$ cat src/rtl/match_ctrl_pkg.sv
// Shared pong match definitions: FSM state encoding, winner codes, default match length.
// Latency: n/a (types and constants only).
// Backpressure: n/a.
package match_ctrl_pkg;

    typedef enum logic [1:0] {
        ST_IDLE      = 2'd0,
        ST_SERVE     = 2'd1,
        ST_PLAY      = 2'd2,
        ST_GAME_OVER = 2'd3
    } state_t;

    typedef enum logic [1:0] {
        WIN_NONE = 2'b00,
        WIN_P1   = 2'b01,
        WIN_P2   = 2'b10
    } winner_t;

    localparam int WIN_SCORE_DEF = 5;

endpackage

$ cat src/rtl/match_ctrl_if.sv
// Match controller signal bundle: game-side event inputs and match status outputs.
// Latency: n/a (wiring only).
// Backpressure: none; all inputs are levels or single-cycle pulses.
// master: game logic / keys (drives game_tick, start, point_p1, point_p2).
// slave : match_ctrl (drives score_1, score_2, round_rst, play_en, game_over, winner).
interface match_ctrl_if;
    logic       game_tick;
    logic       start;
    logic       point_p1;
    logic       point_p2;
    logic [3:0] score_1;
    logic [3:0] score_2;
    logic       round_rst;
    logic       play_en;
    logic       game_over;
    logic [1:0] winner;

    modport master (
        output game_tick, start, point_p1, point_p2,
        input  score_1, score_2, round_rst, play_en, game_over, winner
    );

    modport slave (
        input  game_tick, start, point_p1, point_p2,
        output score_1, score_2, round_rst, play_en, game_over, winner
    );
endinterface

$ cat src/rtl/match_ctrl_rise_detect.sv
// Rising-edge detector: previous-sample register, pulse = din & ~previous sample.
// Latency: pulse is valid in the same cycle din first reads high (acted on at the next clk edge).
// Backpressure: none. Ports: clk, rst (async, active-high), din, pulse.
module rise_detect (
    input  logic clk,
    input  logic rst,
    input  logic din,
    output logic pulse
);
    logic prev_q;

    // prev_q resets low so an input already high at reset release is seen as an edge.
    always_ff @(posedge clk or posedge rst) begin
        if (rst) prev_q <= 1'b0;
        else     prev_q <= din;
    end

    assign pulse = din & ~prev_q;
endmodule

$ cat src/rtl/match_ctrl.sv
// Pong match controller: IDLE -> SERVE -> PLAY -> (SERVE | GAME_OVER), keeps scores and winner.
// Latency: one clk from a detected edge / serve expiry to the registered outputs.
// Backpressure: none. Ports: clk, rst (async, active-high), mif (match_ctrl_if.slave).
module match_ctrl
    import match_ctrl_pkg::*;
#(
    parameter int WIN_SCORE   = WIN_SCORE_DEF,
    parameter int SERVE_TICKS = 1000
) (
    input  logic         clk,
    input  logic         rst,
    match_ctrl_if.slave  mif
);
    localparam logic [3:0]  WIN_VAL   = 4'(WIN_SCORE);
    localparam logic [15:0] SERVE_END = 16'(SERVE_TICKS);

    logic start_re, p1_re, p2_re;

    rise_detect u_start_re (.clk(clk), .rst(rst), .din(mif.start),    .pulse(start_re));
    rise_detect u_p1_re    (.clk(clk), .rst(rst), .din(mif.point_p1), .pulse(p1_re));
    rise_detect u_p2_re    (.clk(clk), .rst(rst), .din(mif.point_p2), .pulse(p2_re));

    state_t      state_q, state_d;
    logic [15:0] cnt_q, cnt_d;
    logic [3:0]  s1_q, s1_d, s2_q, s2_d;
    winner_t     win_q, win_d;
    logic        round_rst_q, round_rst_d;
    logic        play_en_q, play_en_d;
    logic        game_over_q, game_over_d;
    logic [3:0]  s1_inc, s2_inc;

    assign s1_inc = s1_q + 4'd1;
    assign s2_inc = s2_q + 4'd1;

    // State, serve counter, scores and all outputs are registered together.
    always_ff @(posedge clk or posedge rst) begin
        if (rst) begin
            state_q     <= ST_IDLE;
            cnt_q       <= '0;
            s1_q        <= '0;
            s2_q        <= '0;
            win_q       <= WIN_NONE;
            round_rst_q <= 1'b1;
            play_en_q   <= 1'b0;
            game_over_q <= 1'b0;
        end else begin
            state_q     <= state_d;
            cnt_q       <= cnt_d;
            s1_q        <= s1_d;
            s2_q        <= s2_d;
            win_q       <= win_d;
            round_rst_q <= round_rst_d;
            play_en_q   <= play_en_d;
            game_over_q <= game_over_d;
        end
    end

    // Next state plus the datapath updates that ride on each transition.
    always_comb begin
        state_d = state_q;
        cnt_d   = cnt_q;
        s1_d    = s1_q;
        s2_d    = s2_q;
        win_d   = win_q;
        case (state_q)
            ST_IDLE: begin
                s1_d  = '0;
                s2_d  = '0;
                win_d = WIN_NONE;
                if (start_re) begin
                    state_d = ST_SERVE;
                    cnt_d   = '0;
                end
            end
            ST_SERVE: begin
                // Comparing before counting makes SERVE_TICKS=0 leave on the next clk.
                if (cnt_q == SERVE_END) state_d = ST_PLAY;
                else if (mif.game_tick) cnt_d = cnt_q + 16'd1;
            end
            ST_PLAY: begin
                if (p1_re && p2_re) begin
                    // Tie: replay the rally, nobody scores.
                    state_d = ST_SERVE;
                    cnt_d   = '0;
                end else if (p1_re && s1_q < WIN_VAL) begin
                    s1_d = s1_inc;
                    if (s1_inc == WIN_VAL) begin
                        state_d = ST_GAME_OVER;
                        win_d   = WIN_P1;
                    end else begin
                        state_d = ST_SERVE;
                        cnt_d   = '0;
                    end
                end else if (p2_re && s2_q < WIN_VAL) begin
                    s2_d = s2_inc;
                    if (s2_inc == WIN_VAL) begin
                        state_d = ST_GAME_OVER;
                        win_d   = WIN_P2;
                    end else begin
                        state_d = ST_SERVE;
                        cnt_d   = '0;
                    end
                end
            end
            ST_GAME_OVER: begin
                if (start_re) begin
                    s1_d    = '0;
                    s2_d    = '0;
                    win_d   = WIN_NONE;
                    state_d = ST_SERVE;
                    cnt_d   = '0;
                end
            end
            default: state_d = ST_IDLE;
        endcase
    end

    // Outputs decode from the next state so the registered copies line up with state_q.
    always_comb begin
        round_rst_d = (state_d != ST_PLAY);
        play_en_d   = (state_d == ST_PLAY);
        game_over_d = (state_d == ST_GAME_OVER);
    end

    assign mif.score_1   = s1_q;
    assign mif.score_2   = s2_q;
    assign mif.winner    = win_q;
    assign mif.round_rst = round_rst_q;
    assign mif.play_en   = play_en_q;
    assign mif.game_over = game_over_q;
endmodule
$ cat src/flat_wrapper.sv
// flat-port wrapper written by rule: the top's interface ports become plain ports
module match_ctrl_flat import match_ctrl_pkg::*;
#(
    parameter int WIN_SCORE   = WIN_SCORE_DEF,
    parameter int SERVE_TICKS = 1000
)
  (clk, rst, mif_game_tick, mif_start, mif_point_p1, mif_point_p2, mif_score_1, mif_score_2, mif_round_rst, mif_play_en, mif_game_over, mif_winner);
  match_ctrl_if mif_i ();
  input  logic clk;
  input  logic rst;
  input wire logic [$bits(mif_i.game_tick)-1:0] mif_game_tick;
  input wire logic [$bits(mif_i.start)-1:0] mif_start;
  input wire logic [$bits(mif_i.point_p1)-1:0] mif_point_p1;
  input wire logic [$bits(mif_i.point_p2)-1:0] mif_point_p2;
  output wire logic [$bits(mif_i.score_1)-1:0] mif_score_1;
  output wire logic [$bits(mif_i.score_2)-1:0] mif_score_2;
  output wire logic [$bits(mif_i.round_rst)-1:0] mif_round_rst;
  output wire logic [$bits(mif_i.play_en)-1:0] mif_play_en;
  output wire logic [$bits(mif_i.game_over)-1:0] mif_game_over;
  output wire logic [$bits(mif_i.winner)-1:0] mif_winner;
  assign mif_i.game_tick = mif_game_tick;
  assign mif_i.start = mif_start;
  assign mif_i.point_p1 = mif_point_p1;
  assign mif_i.point_p2 = mif_point_p2;
  assign mif_score_1 = mif_i.score_1;
  assign mif_score_2 = mif_i.score_2;
  assign mif_round_rst = mif_i.round_rst;
  assign mif_play_en = mif_i.play_en;
  assign mif_game_over = mif_i.game_over;
  assign mif_winner = mif_i.winner;
  match_ctrl #(.WIN_SCORE(WIN_SCORE), .SERVE_TICKS(SERVE_TICKS)) u_core (.clk(clk), .rst(rst), .mif(mif_i));
endmodule
$ cat config.mk
export PLATFORM = sky130hd
export DESIGN_NAME = match_ctrl_flat
export DESIGN_NICKNAME = d
export VERILOG_FILES = /design/src/rtl/match_ctrl_pkg.sv /design/src/rtl/match_ctrl_if.sv /design/src/rtl/match_ctrl_rise_detect.sv /design/src/rtl/match_ctrl.sv /design/src/flat_wrapper.sv
export SDC_FILE = /design/constraint.sdc
export NUM_CORES = 1
export LEC_CHECK = 0
export BUFFER_PORTS_ARGS = -buffer_cell sky130_fd_sc_hd__buf_2
export CAP_MARGIN = 20
export CORE_MARGIN = 10
export CORE_UTILIZATION = 25
export DETAILED_ROUTE_END_ITERATION = 10
export PLACE_DENSITY = 0.44
export SLEW_MARGIN = 20
export SYNTH_ARGS = -nofsm -noshare
export SYNTH_HDL_FRONTEND = slang
export SYNTH_SLANG_ARGS = --single-unit
$ cat constraint.sdc
create_clock -name clk -period 2.3 [get_ports clk]
set_input_delay 0.115 -clock clk [delete_from_list [all_inputs] [get_ports clk]]
set_output_delay 0.115 -clock clk [all_outputs]
set_load 0.03 [all_outputs]
# ---- Word level (Yosys, flattened, before mapping)
# Index checks and enable logic that the tools add are counted.
dict set report op_classes {
  div_mod_pow 0
  magnitude_cmp 2
  n_mux 32
  n_reduce_logical 10
  n_eq_ne 23
  mul 0
  shift 0
  n_bitwise 6
  n_addsub 3
}
# op count
set op_table {}
lappend op_table {{$mux 16} 8}
lappend op_table {{$pmux 16 s3} 1}
lappend op_table {{$mux 2} 13}
lappend op_table {{$mux 4} 6}
lappend op_table {{$pmux 4 s3} 2}
lappend op_table {{$add 16x1->16 const B} 1}
lappend op_table {{$eq 16x10->1 const B} 1}
lappend op_table {{$pmux 2 s3} 2}
lappend op_table {{$reduce_and 6->1} 2}
lappend op_table {{$ne 2x2->1 const B} 5}
lappend op_table {{$add 4x1->4 const B} 2}
lappend op_table {{$eq 2x2->1 const B} 4}
lappend op_table {{$eq 4x3->1 const B} 2}
lappend op_table {{$lt 4x3->1 const B} 2}
lappend op_table {{$ne 2x1->1 const B} 4}
lappend op_table {{$ne 3x1->1 const B} 2}
lappend op_table {{$reduce_and 5->1} 1}
lappend op_table {{$ne 4x1->1 const B} 1}
lappend op_table {{$ne 4x2->1 const B} 1}
lappend op_table {{$ne 4x3->1 const B} 1}
lappend op_table {{$reduce_and 4->1} 1}
lappend op_table {{$and 1x1->1} 3}
lappend op_table {{$logic_and 1x1->1} 3}
lappend op_table {{$ne 3x3->1 const B} 1}
lappend op_table {{other kinds (5)} 7}
dict set report word_totals {
  input_bits 6
  register_bits 34
  word_cells 87
  output_inout_bits 13
  mem_bits_ro 0
  latchBits 0
  mem_count 0
  ramBits 0
}

# ---- Longest topological paths before layout
# Gate-level depths: netlist of the first run.
dict set report logic_depth {
  depth_word 8
  depth_mapped 10
  ltp_nobuf 7
}

# ---- Modules after synthesis
# From an unflattened synthesis of the first run, not the netlist that was laid out.
dict set report hier_totals {
  cells_unflattened 255
  area_unflattened_um2 2373.5
}
# mod area_per_inst_um2 cells_each seq_area_each_um2 n_inst
set modules_own_cells {}
lappend modules_own_cells {match_ctrl 2245.9 246 777.0 1}
lappend modules_own_cells {rise_detect 42.5 3 25.0 3}

# ---- Least setup slack after synthesis of the first run
# OpenSTA, ideal clock, no wires.
dict set report synth_path {
  kind {reg-to-reg}
  from {reg u_core.s1_q[0], in the netlist u_core.mif.score_1[0]}
  to {reg u_core.cnt_q[0]}
  stages_incl_launch_ff 11
  slack_ns -0.119
  t_arrival_ns 2.295
  t_required_ns 2.175
  setup_ns 0.125
  path_buffers 3
  period_less_slack_ns 2.419
  cell_sequence {dfrtp_1 > inv_1 > ha_1 > nor2b_1 > nor3_1 > and4_1 > buf_1 > or3_1 > buf_2 > buf_6 > mux2_2}
}
dict set report synth_between {
  elab_chain_len 5
  word_cells_on_any_way 11
  classes_between {1 x add/sub; 1 x order compare; 4 x eq/ne; 3 x mux; 2 x reduce/logical}
}
# item line_no
set synth_rtl {}
lappend synth_rtl {{start, declared} match_ctrl.sv:25} ;# logic [3:0] s1_q, s1_d, s2_q, s2_d;
lappend synth_rtl {{start signal, assigned} match_ctrl.sv:40} ;# s1_q <= '0;
lappend synth_rtl {{start signal, assigned} match_ctrl.sv:49} ;# s1_q <= s1_d;
lappend synth_rtl {{parallel branches: the longest is 5 deep, another holds $add 4x1->4} -}
lappend synth_rtl {{end signal, assigned} match_ctrl.sv:48} ;# cnt_q <= cnt_d;
lappend synth_rtl {{end, declared} match_ctrl.sv:24} ;# logic [15:0] cnt_q, cnt_d;
# Parallel ways; which one is timed is not known.
# A chain may end at the register's enable or synchronous reset.

# ---- Worst setup path after layout of the first run
dict set report layout_path {
  from {in mif_point_p1}
  to {reg u_core.cnt_q[8]}
}
dict set report layout_between {
  elab_chain_len 5
  word_cells_on_any_way 10
  classes_between {3 x eq/ne; 3 x mux; 1 x bitwise; 3 x reduce/logical}
}
# item line_no
set layout_rtl {}
lappend layout_rtl {{start, declared} flat_wrapper.sv:13} ;# input wire logic [$bits(mif_i.point_p1)-1:0] mif_point_p1;
lappend layout_rtl {{$and 1x1->1 *} match_ctrl_rise_detect.sv:18} ;# assign pulse = din & ~prev_q;
lappend layout_rtl {{$logic_and 1x1->1} match_ctrl.sv:85} ;# end else if (p1_re && s1_q < WIN_VAL) begin
lappend layout_rtl {{$mux 16} match_ctrl.sv:85}
lappend layout_rtl {{$mux 16} match_ctrl.sv:81} ;# if (p1_re && p2_re) begin
lappend layout_rtl {{$pmux 16 s3} match_ctrl.sv:65} ;# case (state_q)
# Mark *: on every way between the ends. The rest lies on a longest branch, timed or not.

==> results.cfg, run 1 <==
[worst_hold_path]
min_path_type = in2async

[timing]
fin_tns_setup_ns = 0
finalSetupViolations = 0
tightest_slew_ns = 0.525
fin_crit_sh_pct = 93.9
max_freq_ghz = 0.463
maxSlewHeadroom_pct = 64.8
finClkSkew_ns = 0.0131
drv_slew = 0
hold_violations = 0
period_needed_ns = 2.16
rsz0062_at_grt = false

[cts]
clk_latency_ns = 0.29
cts.path.max_buffers = 2
path_clk_slew_ns = 0.08
h-tree-depth = 2
cts_tree = yes
clockRootBuffer = clkbuf_8
cts_inserted_buffers = 5
clock_sinks = 34

[final_layout]
num_antenna_cells = 0
mostFrequentLayoutCell = dfrtp_1
nets = 288
multi_input_area_mm2 = 0.00124
drive_above_1_share_pct = 25.8
final_cells = 379
fin_util_pct = 31.4
num-fill-cells = 917
regArea_um2 = 857
syn2layout_area_growth_pct = 23.7
final_cell_mix = dfrtp_1 (29), buf_4 (21), buf_2 (18), nand2_1 (17), inv_1 (16)

[pwr]
power_density_mw_per_mm2 = 659
p_leak_nw = 1.17
peakVddDrop_v = 0.000191

[floorplan]
start_util_pct = 25.4
die_h_um = 113
pin_count = 19
row_count = 34
core_mm2 = 0.00859
fp.dieArea_mm2 = 0.0129
fp.dieW_um = 113

[worst_setup_path]
path_delay_family = simple AND/OR/NAND/NOR gates
critPathArrivalTime_ns = 2.33
cp_slowest_stage_delay_ns = 0.52
required_ns = 2.47
cp.buffers_inverters = 3
slowest_stage = dlygate4sd3_1
crit_fanout = 14
end_kind = register
critical_path_class = in2reg
cp_cell_sequence = dlygate4sd3_1, buf_2, or4bb_1, o311ai_2, a32oi_2, or3_4, buf_12, o41ai_1
start_kind = primary input

[run]
cap_violations = 0

[synth]
synth_cell_types = 59
yosysTopAreaCell = dfrtp_1
synth_edf_count = 0
synth_area_per_cell_um2 = 9.48
synth_area_mm2 = 0.00218
syn_inst = 230
seq_area_frac_synth_pct = 39.1
ys.flop_type = dfrtp_1
ys_top_cells_by_area = dfrtp_1 (38%), ha_1 (6.9%), o41ai_1 (4.8%)
yosys_warnings = 0
synthArstFlopShare_pct = 100
syn-num-nets = 248
synth_seq_cells = 34
synth_top_area_share_pct = 37.9

[placed_design]
portBuffers = 18
dp.cells = 365
dp_hpwl_mm = 4.13
gp_routability_congestion = 0.768

[grt]
grt_pass1_vias = 1963
antenna_found_initial = 0
grt_pass1_wl_mm = 9.87
grt_max_degree = 35
grt-ovfl-total = 0
gr-usage-all-layers_pct = 9.13

[drt]
drc = 0
totalWireLength_mm = 5.74
drt_iter0_drc = 85
wl_per_cell_um = 15.1
avgViaCountPerCell = 5.15
vias = 1953
first_pass_iters = 4
drtAntennaViolNets = 0

[outcome]
outcome = completed
[worst min-delay path, stage by stage]
cell and delay (ns):
dlygate4sd3_1 0.53, buf_2 0.11, inv_1 0.04, buf_4 0.39
[where the power goes]
part / internal [mW] / switching, mW
clock: 0.241 / 0.240
combinational: 0.256 / 0.402
sequential: 0.620 / 0.0180
total: 1.12 / 0.661
[synthesized netlist by cell type, drive strengths merged (5+ instances only)]
cell type / n
or4: 5
nand2b: 5
a21oi: 6
ha: 12
nor2: 11
nand2: 17
inv: 17
o41ai: 13
o21ai: 12
nand3: 11
dfrtp: 33
o31ai: 6
clkbuf: 8
nor3: 5
nor4: 6
[kinds of logic (layout without fill, tap and decap cells)]
logic type	Yosys count	count (layout)	share of synthesized area, %
compound gates	68	68	24.5
buf+inv	28	69	5.22
fa+ha+maj	12	12	6.89
mux	3	3	1.44
flops	34	34	39.1
simple gates	85	85	22.9
[worst paths after layout]
kind | startpoint | to | slack, ns | depth (start not counted)
min in group clk | mif_start | u_core.u_start_re.prev_q$_DFF_PP0_ | 0.48 | 2
setup / recovery | mif_point_p1 | u_core.cnt_q[8]$_DFFE_PP0P_ | 0.14 | 8
max in group asynchronous | rst | u_core.mif.round_rst$_DFF_PP1_ | 1.49 | 4
setup reg to reg | u_core.cnt_q[2]$_DFFE_PP0P_ | u_core.mif.game_over$_DFF_PP0_ | 0.15 | 5
hold / removal | rst | u_core.mif.winner[0]$_DFFE_PP0P_ | 0.46 | 4
hold reg to reg | u_core.cnt_q[15]$_DFFE_PP0P_ | u_core.cnt_q[15]$_DFFE_PP0P_ | 0.49 | 1
[layer usage]
| layer | part of all wire (%) | global-route usage, % | vias to the layer above |
|---|---|---|---|
| li1 | - | - | 966 |
| met1 | 48 | 11.8 | 952 |
| met2 | 47 | 14.5 | 26 |
| met3 | 3.8 | 2.62 | 9 |
| met4 | 0.91 | 2.37 | 0 |
| met5 | 0 | 0 | - |
[flip-flops by register name, summed over array words and instances, names as in the netlist]
register,flops
u_core.u_p2_re.prev_q,1
u_core.mif.play_en,1
u_core.mif.round_rst,1
u_core.u_start_re.prev_q,1
u_core.state_q,2
u_core.mif.winner,2
u_core.cnt_q,16
u_core.mif.score_2,4
u_core.u_p1_re.prev_q,1
u_core.mif.game_over,1
u_core.mif.score_1,4
[metrics by stage]
| step | cell area (µm²) | hold WS [ns] | total power, mW | worst slack [ns] |
|---|---|---|---|---|
| 4_1_cts | 2660 | 0.481 | 1.78 | 0.0600 |
| 6_report | 2700 | 0.455 | 1.78 | 0.140 |
| 2_1_floorplan | 2180 | 0.146 | 1.05 | 0.0146 |
| 3_5_place_dp | 2520 | 0.242 | 1.29 | 0.104 |
| 3_3_place_gp | 2520 | 0.242 | 1.29 | 0.133 |
| 5_1_grt | 2700 | 0.467 | 1.91 | 0.00738 |
[layout make-up]
class                      instances  share of cell area [%]
timing repair buffer              44                    11.4
sequential                        34                    31.8
multi-input combinational        168                    45.9
tap                              108                    5.01
clock buffer                       6                    3.06
inverter                          17                    2.37
clock inverter                     2                   0.464
[what timing repair did]
action | in CTS | in global routing
resized for setup | 0 | 5
endpoints found under the setup margin | 0 | 10
endpoints found under the hold margin | 36 | 0
hold buffers | 4 | 0
buffers inserted | 0 | 2
(Power assumes the default switching activity.)
==> run 2: changes to the inputs <==
==> constraint.sdc (replaced) <==
create_clock -name clk -period 1.94 [get_ports clk]
set_input_delay 0.097 -clock clk [delete_from_list [all_inputs] [get_ports clk]]
set_output_delay 0.097 -clock clk [all_outputs]
set_load 0.03 [all_outputs]
==> run 2 against run 1 <==
Effect of this change: the flow now finishes with violations (setup timing); clock power is 17% higher; count of clock-buffer cells in the layout is 1 higher; via count is 13% higher; combinational power is 100% higher; largest power group unchanged; largest cell class unchanged.
==> results.cfg, run 2 (synthesized netlist as in run 1, its figures left out) <==
[outcome]
outcome = finished with violations
violations = setup timing

[pwr]
clockPowerShare_pct = 21.3
p_leak_nw = 1.59
p_seq_share_pct = 28.4
power_density_mw_per_mm2 = 739
p_switching_mw = 1.04
peakVddDrop_v = 0.000420
internal-power_mw = 1.61
pwr-share-comb_pct = 50.2
swShare_pct = 39.1

[cts]
clock_sinks = 34
cts_tree = yes
path_clk_slew_ns = 0.08
cts_inserted_buffers = 5
h-tree-depth = 2
cts.path.max_buffers = 2
clockRootBuffer = clkbuf_8
clk_latency_ns = 0.30

[timing]
hold_violations = 0
fin_crit_sh_pct = 108
finalSetupViolations = 18
max_freq_ghz = 0.477
setup_slack_ns = -0.158
tightest_slew_ns = 0.466
rsz0062_at_grt = true
fin_tns_setup_ns = -1.11
period_needed_ns = 2.10
drv_slew = 0
maxSlewHeadroom_pct = 69.0
finClkSkew_ns = 0.0111
whs_ns = 0.445

[floorplan]
pin_count = 19
core_mm2 = 0.00859
die_h_um = 113
row_count = 34
fp.dieW_um = 113
fp.dieArea_mm2 = 0.0129
start_util_pct = 25.4

[grt]
grt.met2_usage_pct = 18.3
antenna_found_initial = 0
busiest_layer = met2
use_met3_pct = 2.31
grt_pass1_wl_mm = 11.4
grt-ovfl-total = 0
gr-usage-all-layers_pct = 10.7
grt_max_degree = 35
grtUsageMet1_pct = 13.3
grt_pass1_vias = 2297

[worst_setup_path]
critPathArrivalTime_ns = 2.28
required_ns = 2.12
end_kind = register
slowest_stage = or4bb_1
r2r_slack_ns = -0.16
cp_slowest_stage_delay_ns = 0.52
cp_cell_sequence = or4bb_1, o311ai_2, a32oi_2, or3_4, buf_12, mux2_2
start_kind = register
crit_fanout = 8
critical_path_class = reg2reg

[final_layout]
num_antenna_cells = 0
regMostFlops = u_core.cnt_q
nets = 345
mostFrequentLayoutCell = buf_4
largest_reg_flops = 16
design_area_mm2 = 0.00358
drive_above_1_share_pct = 54.0
syn2layout_area_growth_pct = 64.4
final_cells = 436
fin_util_pct = 41.7
final_cell_mix = buf_4 (68), dfrtp_1 (27), buf_2 (18), nand2_1 (16)

[drt]
first_pass_iters = 4
vias = 2204
avgViaCountPerCell = 5.06
drt_iter0_drc = 88
drc = 0
wl_per_cell_um = 15.9
totalWireLength_mm = 6.92
drtAntennaViolNets = 0

[placed_design]
gp_routability_congestion = 0.791
dp_hpwl_mm = 4.90
dp.cells = 416
dpl_cell_area_mm2 = 0.00295
portBuffers = 18

[run]
cap_violations = 0

[worst_hold_path]
min_path_type = in2async
## run 2: changes by cell type in the layout (fill, tap and decap cells not counted), sizes merged
| cell | change |
|---|---|
| buf | +57 |
| clkbuf | +1 |
| clkinvlp | -1 |
## run 2: power groups by stage
| stage | clock network (mW) | logic (mW) | registers [mW] |
|---|---|---|---|
| after global placement | 0 | 0.916 | 0.762 |
| final | 0.565 | 1.33 | 0.752 |
| after floorplan | 0 | 0.493 | 0.772 |
| after detailed placement | 0 | 0.919 | 0.765 |
| after CTS | 0.588 | 1.20 | 0.751 |
| after global routing | 0.626 | 1.44 | 0.756 |
## run 2: metrics by stage
step	total power [mW]	worst slack [ns]
final	2.65	-0.158
after global routing	2.82	-0.241
after CTS	2.53	-0.142
after detailed placement	1.68	-0.199
after global placement	1.68	-0.198
after floorplan	1.26	-0.241
## run 2: final timing paths
| path | startpoint | end | depth (start not counted) |
|---|---|---|---|
| max in group asynchronous | rst | u_core.mif.score_2[0]$_DFFE_PP0P_ | 4 |
| setup reg to reg | u_core.u_p2_re.prev_q$_DFF_PP0_ | u_core.cnt_q[0]$_DFFE_PP0P_ | 6 |
| min in group clk | mif_start | u_core.u_start_re.prev_q$_DFF_PP0_ | 2 |
| setup / recovery | u_core.u_p2_re.prev_q$_DFF_PP0_ | u_core.cnt_q[0]$_DFFE_PP0P_ | 6 |
| hold / removal | rst | u_core.mif.score_1[0]$_DFFE_PP0P_ | 4 |
| hold reg to reg | u_core.mif.winner[1]$_DFFE_PP0P_ | u_core.mif.winner[1]$_DFFE_PP0P_ | 2 |
## run 2: final cells by class
| cell class | instances | area [µm²] |
|---|---|---|
| Clock buffer | 7 | 86.3 |
| Clock inverter | 1 | 5.00 |
| Fill cell | 857 | 5010 |
| Inverter | 17 | 63.8 |
| Multi-Input combinational cell | 168 | 1640 |
| Sequential cell | 34 | 860 |
| Tap cell | 108 | 135 |
| Timing Repair Buffer | 101 | 795 |
## run 2: layer usage
metal  wire length, µm  vias up
li1                  -     1083
met1              3140     1092
met2              3490       24
met3               231        5
met4                57        0
met5                 0        -
## run 2: worst max-delay path: cells and delay by family (launching register included)
family / cells / cell delay, ns
and+or+nand+nor: 2 / 0.94
DFF: 1 / 0.39
muxes: 1 / 0.25
AOI/OAI and AO/OA: 2 / 0.23
buffers and inverters: 1 / 0.16
## run 2: what timing repair did
action,in CTS,in global routing
buffers inserted,4,4
cloned,1,0
hold buffers,4,0
resized for setup,43,36
hold endpoints to repair,36,0
pin swaps,17,19
setup endpoints to repair,25,28
